===== src/rtl/encoder_tuner.sv =====
// encoder_tuner
//   Front-panel rotary encoder front end for the frequency-change path.
//   enc_a/enc_b are synchronized (2-FF), debounced per channel, Gray-decoded
//   into +/-1 quadrature steps, grouped into detents and accumulated into a
//   saturating signed 8-bit delta. A read strobe snapshots the delta onto
//   fq_change and restarts the accumulator.
//
// Ports
//   aclk            system clock
//   aresetn         async active-low reset (deassertion synchronized inside)
//   enc_a, enc_b    encoder channels, asynchronous to aclk
//   fq_read_enable  snapshot-and-clear strobe (one read per high cycle)
//   fq_change       signed delta snapshot, stable between reads
//   fq_change_valid registered (accumulator != 0)
//   enc_error       sticky: both channels changed in the same cycle
//
// Optional feature macro: ENCODER_TUNER_ACCEL_EN
//   When defined, a detent arriving within FAST_CYCLES of the previous one
//   adds +/-4 instead of +/-1 (the first detent after reset is always +/-1).
module encoder_tuner #(
   parameter int DEBOUNCE_CYCLES  = 1000,
   parameter int STEPS_PER_DETENT = 4,
   parameter int FAST_CYCLES      = 200000
) (
   input  logic       aclk,
   input  logic       aresetn,
   input  logic       enc_a,
   input  logic       enc_b,
   input  logic       fq_read_enable,
   output logic [7:0] fq_change,
   output logic       fq_change_valid,
   output logic       enc_error
);

   localparam int DBW = (DEBOUNCE_CYCLES > 1) ? $clog2(DEBOUNCE_CYCLES) : 1;
   localparam logic [DBW-1:0] CNT_LAST = DBW'(DEBOUNCE_CYCLES - 1);
   localparam logic signed [3:0] SPD = 4'(STEPS_PER_DETENT);

   if (DEBOUNCE_CYCLES < 1 || FAST_CYCLES < 1 ||
       !(STEPS_PER_DETENT == 1 || STEPS_PER_DETENT == 2 || STEPS_PER_DETENT == 4)) begin : g_param_check
      $error("encoder_tuner: illegal parameter value");
   end

   // Gray code 00,01,11,10 -> position 0,1,2,3
   function automatic logic [1:0] gray_pos(input logic [1:0] g);
      return {g[1], g[1] ^ g[0]};
   endfunction

   // ---------------- reset synchronizer ----------------
   logic [1:0] rst_sync_q, rst_sync_d;
   logic       rst_n;

   assign rst_sync_d = {rst_sync_q[0], 1'b1};

   always_ff @(posedge aclk or negedge aresetn) begin
      if (!aresetn) rst_sync_q <= '0;
      else          rst_sync_q <= rst_sync_d;
   end

   assign rst_n = rst_sync_q[1];

   // ---------------- state ----------------
   logic [1:0]            sync1_q, sync1_d, sync2_q, sync2_d;   // {a,b}
   logic [1:0]            stable_q, stable_d, prev_q, prev_d;
   logic [1:0][DBW-1:0]   cnt_q, cnt_d;
   logic [1:0]            init_q, init_d;
   logic signed [3:0]     sub_q, sub_d;
   logic signed [7:0]     acc_q, acc_d;
   logic [7:0]            fq_change_q, fq_change_d;
   logic                  valid_q, valid_d;
   logic                  err_q, err_d;

   logic                  init_done;
   logic [1:0]            pos_diff;
   logic                  step_up, step_dn, illegal, det_up, det_dn;
   logic signed [9:0]     mag, incr, sum;
   logic signed [7:0]     acc_sat;

`ifdef ENCODER_TUNER_ACCEL_EN
   localparam int TW = $clog2(FAST_CYCLES + 1);
   logic [TW-1:0] timer_q, timer_d;
   logic          seen_q, seen_d;
`endif

   assign init_done = (init_q == 2'd3);

   always_comb begin
      sync1_d     = {enc_a, enc_b};
      sync2_d     = sync1_q;
      stable_d    = stable_q;
      prev_d      = stable_q;
      cnt_d       = cnt_q;
      init_d      = init_q;
      sub_d       = sub_q;
      det_up      = 1'b0;
      det_dn      = 1'b0;
      fq_change_d = fq_change_q;

      // Until the synchronizer has filled with the real pin level, the
      // stable/prev pair simply tracks it, so coming out of reset never
      // produces a step regardless of the encoder position.
      if (!init_done) begin
         init_d   = init_q + 2'd1;
         stable_d = sync2_q;
         prev_d   = sync2_q;
      end else begin
         for (int ch = 0; ch < 2; ch++) begin
            if (sync2_q[ch] != stable_q[ch]) begin
               if (cnt_q[ch] == CNT_LAST) begin
                  stable_d[ch] = sync2_q[ch];
                  cnt_d[ch]    = '0;
               end else begin
                  cnt_d[ch] = cnt_q[ch] + 1'b1;
               end
            end else begin
               cnt_d[ch] = '0;
            end
         end
      end

      // Decode compares the stable pair against its one-cycle-old copy.
      pos_diff = gray_pos(stable_q) - gray_pos(prev_q);
      step_up  = init_done && (pos_diff == 2'd1);
      step_dn  = init_done && (pos_diff == 2'd3);
      illegal  = init_done && (pos_diff == 2'd2);

      if (step_up) begin
         if (sub_q + 4'sd1 == SPD) begin
            sub_d  = '0;
            det_up = 1'b1;
         end else begin
            sub_d = sub_q + 4'sd1;
         end
      end else if (step_dn) begin
         if (sub_q - 4'sd1 == -SPD) begin
            sub_d  = '0;
            det_dn = 1'b1;
         end else begin
            sub_d = sub_q - 4'sd1;
         end
      end

`ifdef ENCODER_TUNER_ACCEL_EN
      mag     = (seen_q && (timer_q < TW'(FAST_CYCLES))) ? 10'sd4 : 10'sd1;
      seen_d  = seen_q | det_up | det_dn;
      timer_d = (det_up || det_dn)              ? '0      :
                (timer_q == TW'(FAST_CYCLES))   ? timer_q : timer_q + 1'b1;
`else
      mag = 10'sd1;
`endif

      incr = det_up ? mag : (det_dn ? -mag : 10'sd0);
      sum  = $signed({{2{acc_q[7]}}, acc_q}) + incr;
      if (sum > 10'sd127)       acc_sat = 8'sd127;
      else if (sum < -10'sd128) acc_sat = -8'sd128;
      else                      acc_sat = sum[7:0];

      // A detent landing on the read cycle starts the fresh accumulator.
      if (fq_read_enable) begin
         fq_change_d = acc_q;
         acc_d       = incr[7:0];
      end else begin
         acc_d = acc_sat;
      end

      valid_d = (acc_q != 8'sd0);
      err_d   = err_q | illegal;
   end

   always_ff @(posedge aclk or negedge rst_n) begin
      if (!rst_n) begin
         sync1_q     <= '0;
         sync2_q     <= '0;
         stable_q    <= '0;
         prev_q      <= '0;
         cnt_q       <= '0;
         init_q      <= '0;
         sub_q       <= '0;
         acc_q       <= '0;
         fq_change_q <= '0;
         valid_q     <= 1'b0;
         err_q       <= 1'b0;
`ifdef ENCODER_TUNER_ACCEL_EN
         timer_q     <= '0;
         seen_q      <= 1'b0;
`endif
      end else begin
         sync1_q     <= sync1_d;
         sync2_q     <= sync2_d;
         stable_q    <= stable_d;
         prev_q      <= prev_d;
         cnt_q       <= cnt_d;
         init_q      <= init_d;
         sub_q       <= sub_d;
         acc_q       <= acc_d;
         fq_change_q <= fq_change_d;
         valid_q     <= valid_d;
         err_q       <= err_d;
`ifdef ENCODER_TUNER_ACCEL_EN
         timer_q     <= timer_d;
         seen_q      <= seen_d;
`endif
      end
   end

   assign fq_change       = fq_change_q;
   assign fq_change_valid = valid_q;
   assign enc_error       = err_q;

endmodule


===== config.mk =====
export PLATFORM = sky130hd
export DESIGN_NAME = encoder_tuner
export DESIGN_NICKNAME = d
export VERILOG_FILES = /design/src/rtl/encoder_tuner.sv
export SDC_FILE = /design/constraint.sdc
export NUM_CORES = 1
export LEC_CHECK = 0
export ABC_CLOCK_PERIOD_IN_PS = 4200
export CORE_AREA = 4 4 73 142
export CTS_BUF_LIST = sky130_fd_sc_hd__clkbuf_8 sky130_fd_sc_hd__clkbuf_16
export DETAILED_ROUTE_END_ITERATION = 16
export DIE_AREA = 0 0 77 146
export PLACE_DENSITY = 0.47
export SETUP_SLACK_MARGIN = 0.3
export SLEW_MARGIN = 5
export SYNTH_ARGS = -nofsm -noshare
export SYNTH_HDL_FRONTEND = slang
export SYNTH_SLANG_ARGS = --single-unit

===== constraint.sdc =====
create_clock -name aclk -period 4.2 [get_ports aclk]
set_input_delay 0.84 -clock aclk [delete_from_list [all_inputs] [get_ports aclk]]
set_output_delay 0.84 -clock aclk [all_outputs]
set_load 0.01 [all_outputs]

==> results of run 1 <==
## critical path: stages, from the launching register on
cell and delay (ps):
sky130_fd_sc_hd__dfrtp_1 540, sky130_fd_sc_hd__inv_1 110, sky130_fd_sc_hd__ha_1 260, sky130_fd_sc_hd__nor2b_1 150
sky130_fd_sc_hd__a32o_1 330, sky130_fd_sc_hd__a21o_1 200, sky130_fd_sc_hd__nor2b_1 130, sky130_fd_sc_hd__ha_1 210
sky130_fd_sc_hd__fa_1 450, sky130_fd_sc_hd__a211oi_1 340, sky130_fd_sc_hd__o21ai_0 210, sky130_fd_sc_hd__a21oi_2 240
sky130_fd_sc_hd__o21ai_1 140, sky130_fd_sc_hd__o21ai_0 200
## metal layers
| layer | wire length (µm) | track usage, % |
|---|---|---|
| met1 | 2605 | 13.44 |
| met2 | 3643 | 23.30 |
| met3 | 129 | 1.921 |
| met4 | 123 | 5.615 |
| met5 | 0 | 0 |
## state kept, by name, indices dropped and copies added (netlist names)
name	flops
fq_change	8
fq_change_valid	1
sync2_q	2
prev_q	2
cnt_q	20
sub_q	4
init_q	2
stable_q	2
sync1_q	2
enc_error	1
rst_sync_q	2
acc_q	8
## power groups by stage
| stage | clock [mW] | combinational, mW | sequential [mW] |
|---|---|---|---|
| 2_1_floorplan | 0 | 0.330 | 0.658 |
| 3_3_place_gp | 0 | 0.435 | 0.689 |
| 3_5_place_dp | 0 | 0.432 | 0.688 |
| 4_1_cts | 0.500 | 0.436 | 0.677 |
| 5_1_grt | 0.514 | 0.488 | 0.691 |
| 6_report | 0.474 | 0.432 | 0.676 |
## cell families after synthesis
kind of cell    Yosys count  share of synthesized area, %
buf+inv                  24                         3.716
other cells               1                        0.1224
simple gates             84                         14.37
mux                      15                         5.431
flops                    54                         44.10
xor+xnor                 16                         4.573
compound gates           89                         20.91
fa+ha+maj                16                         6.778
## metrics by stage
step	utilization, %	hold WS (ps)
2_1_floorplan	-	331.2
3_3_place_gp	35.41	337.5
3_5_place_dp	35.41	338.1
4_1_cts	37.28	351.7
5_1_grt	37.40	359.0
6_report	37.40	343.9
## cell usage in the layout, fill, tap and decap left out, types with 2 or more instances in the layout
cell / netlist / final
sky130_fd_sc_hd__nor3_1: 4 / 4
sky130_fd_sc_hd__nand2_1: 25 / 25
sky130_fd_sc_hd__o211a_1: 2 / 2
sky130_fd_sc_hd__buf_4: 1 / 5
sky130_fd_sc_hd__mux2i_1: 2 / 2
sky130_fd_sc_hd__clkbuf_16: 0 / 5
sky130_fd_sc_hd__a311oi_1: 4 / 4
sky130_fd_sc_hd__nor4_1: 3 / 3
sky130_fd_sc_hd__clkdlybuf4s50_1: 0 / 14
sky130_fd_sc_hd__o21bai_1: 2 / 2
sky130_fd_sc_hd__o31ai_1: 8 / 8
sky130_fd_sc_hd__o311ai_4: 2 / 2
sky130_fd_sc_hd__nand4b_1: 3 / 3
sky130_fd_sc_hd__and3_1: 8 / 8
sky130_fd_sc_hd__o22ai_1: 4 / 4
sky130_fd_sc_hd__and2_1: 2 / 2
sky130_fd_sc_hd__ha_1: 15 / 15
sky130_fd_sc_hd__nand3b_1: 2 / 2
sky130_fd_sc_hd__nor2_1: 11 / 11
sky130_fd_sc_hd__o2bb2ai_1: 2 / 2
sky130_fd_sc_hd__xnor2_1: 10 / 9
sky130_fd_sc_hd__o41ai_1: 2 / 2
sky130_fd_sc_hd__a21oi_1: 7 / 6
sky130_fd_sc_hd__mux2_2: 13 / 13
sky130_fd_sc_hd__o21ai_0: 31 / 31
sky130_fd_sc_hd__o21ai_1: 3 / 3
sky130_fd_sc_hd__nand2b_1: 11 / 11
sky130_fd_sc_hd__a21o_1: 3 / 3
sky130_fd_sc_hd__xor2_1: 6 / 6
sky130_fd_sc_hd__inv_1: 13 / 14
sky130_fd_sc_hd__nor2b_1: 4 / 4
sky130_fd_sc_hd__dfrtp_1: 54 / 53
sky130_fd_sc_hd__a31oi_1: 7 / 7
sky130_fd_sc_hd__nand3_1: 8 / 8
## cell type report
type,count,area [µm²],share of cell area [%]
inverters,13,48.80,1.400
repair buffers,19,177.7,5.097
clock inverters,3,41.29,1.184
multi-input cells,221,1610,46.20
clock buffers,5,125.1,3.589
well taps,104,130.1,3.733
flip-flops and latches,54,1353,38.80
## what timing repair did
item                                    4_1_cts  5_1_grt
endpoints found under the setup margin        7        7
gates resized for setup                       1        1
gates cloned                                  0        0
buffers inserted                              0        1
pin swaps                                     0        1
## worst max path at each step
stage                                       start                  to  cells past startpoint
after floorplan              sub_q[0]$_DFFE_PN0P_  acc_q[1]$_DFF_PN0_                     14
after global placement    stable_q[1]$_DFFE_PN0P_  acc_q[2]$_DFF_PN0_                     14
after detailed placement  stable_q[1]$_DFFE_PN0P_  acc_q[2]$_DFF_PN0_                     14
after CTS                 stable_q[1]$_DFFE_PN0P_  acc_q[2]$_DFF_PN0_                     14
after global routing         sub_q[0]$_DFFE_PN0P_  acc_q[2]$_DFF_PN0_                     13
final                        sub_q[0]$_DFFE_PN0P_  acc_q[2]$_DFF_PN0_                     13
==> impl_results.rst, run 1 <==
.. list-table::
   :header-rows: 1

   * - Metric
     - Value
   * - Detailed Routing Iterations Pass 1
     - 4
   * - Post-layout power
     - 1.582 mW
   * - TritonCTS clock tree
     - done
   * - Flip-flop cell with the highest count after synthesis
     - sky130_fd_sc_hd__dfrtp_1
   * - Final WL
     - 6.502 mm
   * - Async set-reset flop share out of synthesis
     - 100.0%
   * - Sequential cell fraction of total power
     - between 40% and 50%
   * - Number of primary I/O pins
     - 15
   * - Peak ir drop on the vdd network
     - between 0.0002 and 0.00025 V
   * - Reg2Reg Launch Point
     - sub_q[0]$_DFFE_PN0P_
   * - Post-placement cell count
     - 410
   * - Register bit total from synthesis
     - 54
   * - Top fanout value on the critical path
     - 10
   * - Synth area leaders
     - sky130_fd_sc_hd__dfrtp_1 44%, sky130_fd_sc_hd__ha_1 6.1%, sky130_fd_sc_hd__o21ai_0 5.1%, sky130_fd_sc_hd__mux2_2 4.8%, sky130_fd_sc_hd__nand2_1 3.1%
   * - Library cell with the highest instance count after synthesis
     - sky130_fd_sc_hd__dfrtp_1
   * - Post-layout minimum cycle time
     - roughly 3600 ps
   * - Area added between synthesis and finish
     - 13.76%
   * - Gate count after technology mapping
     - between 200 and 300
   * - Clk_lat worst skew
     - roughly 300 ps
   * - Number of nets in the layout
     - ~340
   * - Internal power consumption
     - ~1.1 mW
   * - Number of buffers inserted by hold repair at cts
     - 0
   * - Filler Cell Count
     - between 900 and 1k
   * - Final-report max-slew violation count
     - 0
   * - Max Buffers Root-to-Sink
     - 2
   * - Class of the most critical setup path
     - reg -> reg
   * - CP Data Required Time
     - roughly 4400 ps
   * - Worst Setup Start Kind
     - flip-flop
   * - Via count of the first global-routing pass
     - between 2k and 2.5k
   * - Min setup slack post-route
     - 599.6 ps
   * - Largest clock skew in the final design
     - 8.349 ps
   * - RSZ-0062 raised after global routing
     - no
   * - Clock sinks
     - between 50 and 60
   * - Grt ovf
     - 0
   * - Buffers added on ports
     - 14
   * - Syn_area_per_cell
     - between 10 and 15 µm²
   * - H-Tree Level Count
     - 2
   * - Count of synthesis-stage warnings from yosys
     - 0
   * - Worst Max-Slew Pin Slew
     - 679.3 ps
   * - Portion of total power attributed to the clock network
     - 29.9%
   * - Kind of end point of the critical path
     - flip-flop
   * - Max_cap viols
     - 0
   * - WHS Endpoint
     - sync2_q[1]$_DFF_PN0_
   * - Min-delay worst type
     - reg -> reg
   * - Portion of the clock cycle consumed by the worst path in the final layout
     - 85.72%
   * - Distinct cells, synth
     - 53
   * - Routed WL per cell
     - between 15 and 20 µm
   * - Top achievable clock speed
     - 277.7 MHz
   * - Largest net degree at the start of global routing
     - 53
   * - Setup slack of the worst register-to-register path
     - roughly 600 ps
   * - Status
     - complete, no violations
   * - Number of nets with antenna violations after routing
     - 0
   * - Antenna violations before repair
     - 0
   * - Dominant cell type by area after synthesis
     - sky130_fd_sc_hd__dfrtp_1
   * - EDFF count, synth
     - 0
   * - First-pass GRT wire length
     - around 11 mm
   * - Final hold violation count
     - 0
   * - Hold Path Origin
     - sync1_q[1]$_DFF_PN0_
   * - Ranking of synthesized cells by instance count
     - 54 x sky130_fd_sc_hd__dfrtp_1, 31 x sky130_fd_sc_hd__o21ai_0, 25 x sky130_fd_sc_hd__nand2_1
   * - Sum of negative setup slack
     - 0 ps
   * - Floorplan core area
     - 9321 µm²
   * - Max transition margin
     - roughly 55%
   * - Switching power
     - approximately 0.5 mW
   * - Proportion of synthesized chip area in sequential cells
     - 44.10%
   * - Area share of the largest cell type after synthesis
     - 44.10%
   * - LEAKAGE
     - 1.499 nW
   * - Place WS
     - 200.6 ps
   * - Worst endpoint data arrival time
     - ~3800 ps
   * - Mapped cell area
     - between 3000 and 4000 µm²
   * - Number of nets produced by synthesis
     - 320
   * - Die Outline Area
     - around 11,000 µm²
   * - Cell count of the worst hold path
     - 0
   * - Fraction of power spent switching nets
     - between 30% and 40%
   * - Die span in x
     - between 70 and 80 µm
   * - End of the worst register-to-register path
     - acc_q[2]$_DFF_PN0_
   * - Power Density
     - between 400 and 500 nW/µm²
   * - Clock tree root buffer cell
     - sky130_fd_sc_hd__clkbuf_16
   * - Last weighted congestion value of the routability-driven placer
     - ~0.76
   * - Final cell area excluding filler cells
     - about 3500 µm²
   * - Remaining design rule violation count
     - 0
   * - Cells on worst reg2reg path
     - 13
   * - Initial detailed-routing violation count
     - 88
   * - Std-Cell Rows
     - 50
   * - DR vias
     - 2,299
   * - Gate power share
     - 27.3%
   * - Final standard cell count with taps included and fillers excluded
     - about 420
   * - Number of antenna cells inserted
     - 0
   * - Initial cell density of the core
     - between 30% and 40%
   * - Half-perimeter wire length of the detailed placement result
     - 4.681 mm
   * - Share of final-layout standard cells stronger than drive strength 1
     - 11.43%
   * - Endpoints failing setup
     - 0
   * - Overall routing resource usage
     - 12.44%
   * - Clk pin slew, worst setup/hold paths
     - around 70 ps
   * - Vias per inst
     - about 5.5
   * - Clock buffers created by TritonCTS
     - 5
   * - Dpl cell area
     - 3301 µm²
   * - Height of the chip
     - around 150 µm
(Power assumes the default switching activity.)
==> run 2, diff against run 1 <==
- PLACE_DENSITY: 0.47 -> 0.49
==> run 2 against run 1 <==
Compared with the run above: combinational power barely moved; fmax rose by 2.7%; core utilization barely moved; wire length fell by 0.23%; sequential cell count did not move; die area did not move; critical path depth rose by 1; non-clock buffer count did not move; global-route usage rose by 0.12 points; count of clock-buffer cells in the layout did not move; first-iteration DRC count fell by 38%; power rose by 0.23%; largest cell class unchanged; highest routed layer unchanged.
==> impl_results.rst, run 2 (synthesis results as in run 1) <==
.. list-table::
   :header-rows: 1

   * - Metric
     - Value
   * - Std-Cell Rows
     - 50 (unchanged)
   * - Number of antenna cells inserted
     - 0 (unchanged)
   * - Slowest Stage Delay on Critical Path
     - 460 ps (-80 ps)
   * - Dpl cell area
     - 3308 µm² (+0.23%)
   * - Last weighted congestion value of the routability-driven placer
     - 0.8081 (+5.8%)
   * - Final WL
     - 6.487 mm (-0.23%)
   * - Cell breakdown of the critical path
     - xnor2_1 > ha_1 > xnor2_1 > xnor2_1 > nor4b_1 > a21o_1 > nor2b_1 > ha_1 > fa_1 > a211oi_2 > o21ai_0 > a21oi_1 > o21ai_1 > o21ai_0
   * - Number of nets in the layout
     - 335 (unchanged)
   * - First-pass GRT wire length
     - 11.43 mm (+1.4%)
   * - Worst Setup Start Kind
     - flip-flop
   * - Vias per inst
     - 5.346 (-2.6%)
   * - Min setup slack post-route
     - 693.0 ps (+93.47 ps)
   * - Most common cell after layout, fill and taps aside
     - sky130_fd_sc_hd__dfrtp_1
   * - Max transition margin
     - 54.08% (-0.63 points)
   * - Detailed Routing Iterations Pass 1
     - 4 (unchanged)
   * - Top achievable clock speed
     - 285.1 MHz (+2.7%)
   * - Die span in x
     - 77 µm (unchanged)
   * - Number of nets with antenna violations after routing
     - 0 (unchanged)
   * - Slowest CP cell
     - sky130_fd_sc_hd__fa_1
   * - Worst endpoint data arrival time
     - 3720 ps (-90 ps)
   * - Clock tree root buffer cell
     - sky130_fd_sc_hd__clkbuf_16
   * - Final cell area excluding filler cells
     - 3483 µm² (about the same)
   * - Filler Cell Count
     - 921 (+0.11%)
   * - Post-layout minimum cycle time
     - 3507 ps (-93.47 ps)
   * - Largest register by flop count
     - cnt_q
   * - LEAKAGE
     - 1.488 nW (-0.72%)
   * - Startpoint of the most critical setup path
     - stable_q[0]$_DFFE_PN0P_
   * - Post-placement cell count
     - 411 (+0.24%)
   * - Share of final-layout standard cells stronger than drive strength 1
     - 11.43% (unchanged)
   * - TritonCTS clock tree
     - done
   * - Class of the most critical setup path
     - reg -> reg
   * - Clk pin slew, worst setup/hold paths
     - 80 ps (about the same)
   * - Routed WL per cell
     - 15.48 µm (-0.23%)
   * - Final-report max-slew violation count
     - 0 (unchanged)
   * - Half-perimeter wire length of the detailed placement result
     - 4.731 mm (+1.1%)
   * - Clk_lat worst skew
     - 300 ps (about the same)
   * - Cell repeated most along the worst path
     - sky130_fd_sc_hd__xnor2_1
   * - Worst Max-Slew Pin Slew
     - 688.7 ps (+9.403 ps)
   * - H-Tree Level Count
     - 2 (unchanged)
   * - Final standard cell count with taps included and fillers excluded
     - 419 (unchanged)
   * - Initial detailed-routing violation count
     - 55 (-38%)
   * - Number of gates given a new drive strength after cts
     - 0 (-1)
   * - Overall routing resource usage
     - 12.57% (+0.12 points)
   * - Peak ir drop on the vdd network
     - 0.0001584 V (-25%)
   * - Remaining design rule violation count
     - 0 (unchanged)
   * - Number of flip-flops in the largest register
     - 20 (unchanged)
   * - Grt ovf
     - 0 (unchanged)
   * - Clock sinks
     - 54 (unchanged)
   * - DR vias
     - 2,240 (-2.6%)
   * - Portion of the clock cycle consumed by the worst path in the final layout
     - 83.50% (-2.2 points)
   * - Postcts setup bufs
     - 0 (unchanged)
   * - Floorplan core area
     - 9321 µm² (unchanged)
   * - Post-layout power
     - 1.586 mW (+0.23%)
   * - Initial cell density of the core
     - 32.87% (unchanged)
   * - Largest clock skew in the final design
     - 10.27 ps (+1.925 ps)
   * - End of the worst register-to-register path
     - acc_q[1]$_DFF_PN0_
   * - Worst slack on hold paths
     - 348.9 ps (+5.007 ps)
   * - Via count of the first global-routing pass
     - 2,305 (+1.1%)
   * - RSZ-0062 raised after global routing
     - no
   * - Share of the core filled with cells in the final layout
     - 37.37% (about the same)
   * - Final hold violation count
     - 0 (unchanged)
   * - Antenna violations before repair
     - 0 (unchanged)
   * - Number of primary I/O pins
     - 15 (unchanged)
   * - Kind of end point of the critical path
     - flip-flop
   * - Multi-input gate area in the final layout
     - 1604 µm² (-0.39%)
   * - Height of the chip
     - 146 µm (unchanged)
   * - Setup slack of the worst register-to-register path
     - 690 ps (+90 ps)
   * - Sequential cell area
     - 1353 µm² (unchanged)
   * - Sum of negative setup slack
     - 0 ps (unchanged)
   * - Endpoints failing setup
     - 0 (unchanged)
   * - Area added between synthesis and finish
     - 13.68% (about the same)
   * - Min-delay worst type
     - reg -> reg
   * - Top fanout value on the critical path
     - 4 (-6)
   * - Die Outline Area
     - 11,240 µm² (unchanged)
   * - Leading cell types in the layout, fill and taps excluded
     - 53 x sky130_fd_sc_hd__dfrtp_1, 31 x sky130_fd_sc_hd__o21ai_0, 25 x sky130_fd_sc_hd__nand2_1, 15 x sky130_fd_sc_hd__ha_1, 14 x sky130_fd_sc_hd__clkdlybuf4s50_1
   * - CP Data Required Time
     - 4410 ps (about the same)
   * - Max Buffers Root-to-Sink
     - 2 (unchanged)
   * - Place WS
     - 590.3 ps (+389.6 ps)
   * - Largest net degree at the start of global routing
     - 53 (unchanged)
   * - Max_cap viols
     - 0 (unchanged)
   * - Reg2Reg Launch Point
     - stable_q[0]$_DFFE_PN0P_
   * - Buffers added on ports
     - 14 (unchanged)
   * - Clock buffers created by TritonCTS
     - 5 (unchanged)
   * - Cells on worst reg2reg path
     - 14 (+1)
   * - Status
     - complete, no violations
   * - Number of buffers inserted by hold repair at cts
     - 0 (unchanged)
   * - End of the critical path
     - acc_q[1]$_DFF_PN0_
   * - Power Density
     - 455.2 nW/µm² (+0.30%)
run 2: cell count changes in the layout (fill, tap and decap cells not counted), sizes merged:
| cell | previous run | this run |
|---|---|---|
| clkinvlp | 1 | 2 |
| inv | 14 | 13 |
run 2: worst min-delay path by stage:
| stage | from | end | slack, ps | cells past startpoint |
|---|---|---|---|---|
| floorplan | rst_sync_q[0]$_DFF_PN0_ | rst_sync_q[1]$_DFF_PN0_ | 330 | 0 |
| global placement | rst_sync_q[0]$_DFF_PN0_ | rst_sync_q[1]$_DFF_PN0_ | 340 | 0 |
| detailed placement | sync1_q[0]$_DFF_PN0_ | sync2_q[0]$_DFF_PN0_ | 330 | 0 |
| CTS | sync1_q[0]$_DFF_PN0_ | sync2_q[0]$_DFF_PN0_ | 350 | 0 |
| global route | sync1_q[0]$_DFF_PN0_ | sync2_q[0]$_DFF_PN0_ | 350 | 0 |
| finish | sync1_q[0]$_DFF_PN0_ | sync2_q[0]$_DFF_PN0_ | 350 | 0 |
run 2: critical path, delay by kind of cell, from the launching register on:
family                     cells  cell delay, ps
xor gates and xnor gates       3             570
and+or+nand+nor                2             250
adders and majority gates      3             880
DFF                            1             450
AOI/OAI and AO/OA              6            1270
run 2: where the power goes:
group / switching [mW] / total, mW / internal [mW] / leakage (nW)
Clock: 0.200 / 0.482 / 0.282 / 0.0760
Combinational: 0.223 / 0.432 / 0.209 / 0.730
Sequential: 0.0846 / 0.672 / 0.588 / 0.682
run 2: layer usage:
metal / global-route usage, % / part of all wire (%)
met5: 0 / 0
met4: 6.239 / 2.4
met1: 13.90 / 40
met3: 1.983 / 1.8
met2: 22.86 / 55
run 2: cell type report:
cell class | instances | area share [%]
inverter | 13 | 1.401
clock inverter | 3 | 1.293
sequential | 54 | 38.83
tap | 104 | 3.736
timing repair buffer | 19 | 5.101
multi-input combinational | 221 | 46.05
clock buffer | 5 | 3.592
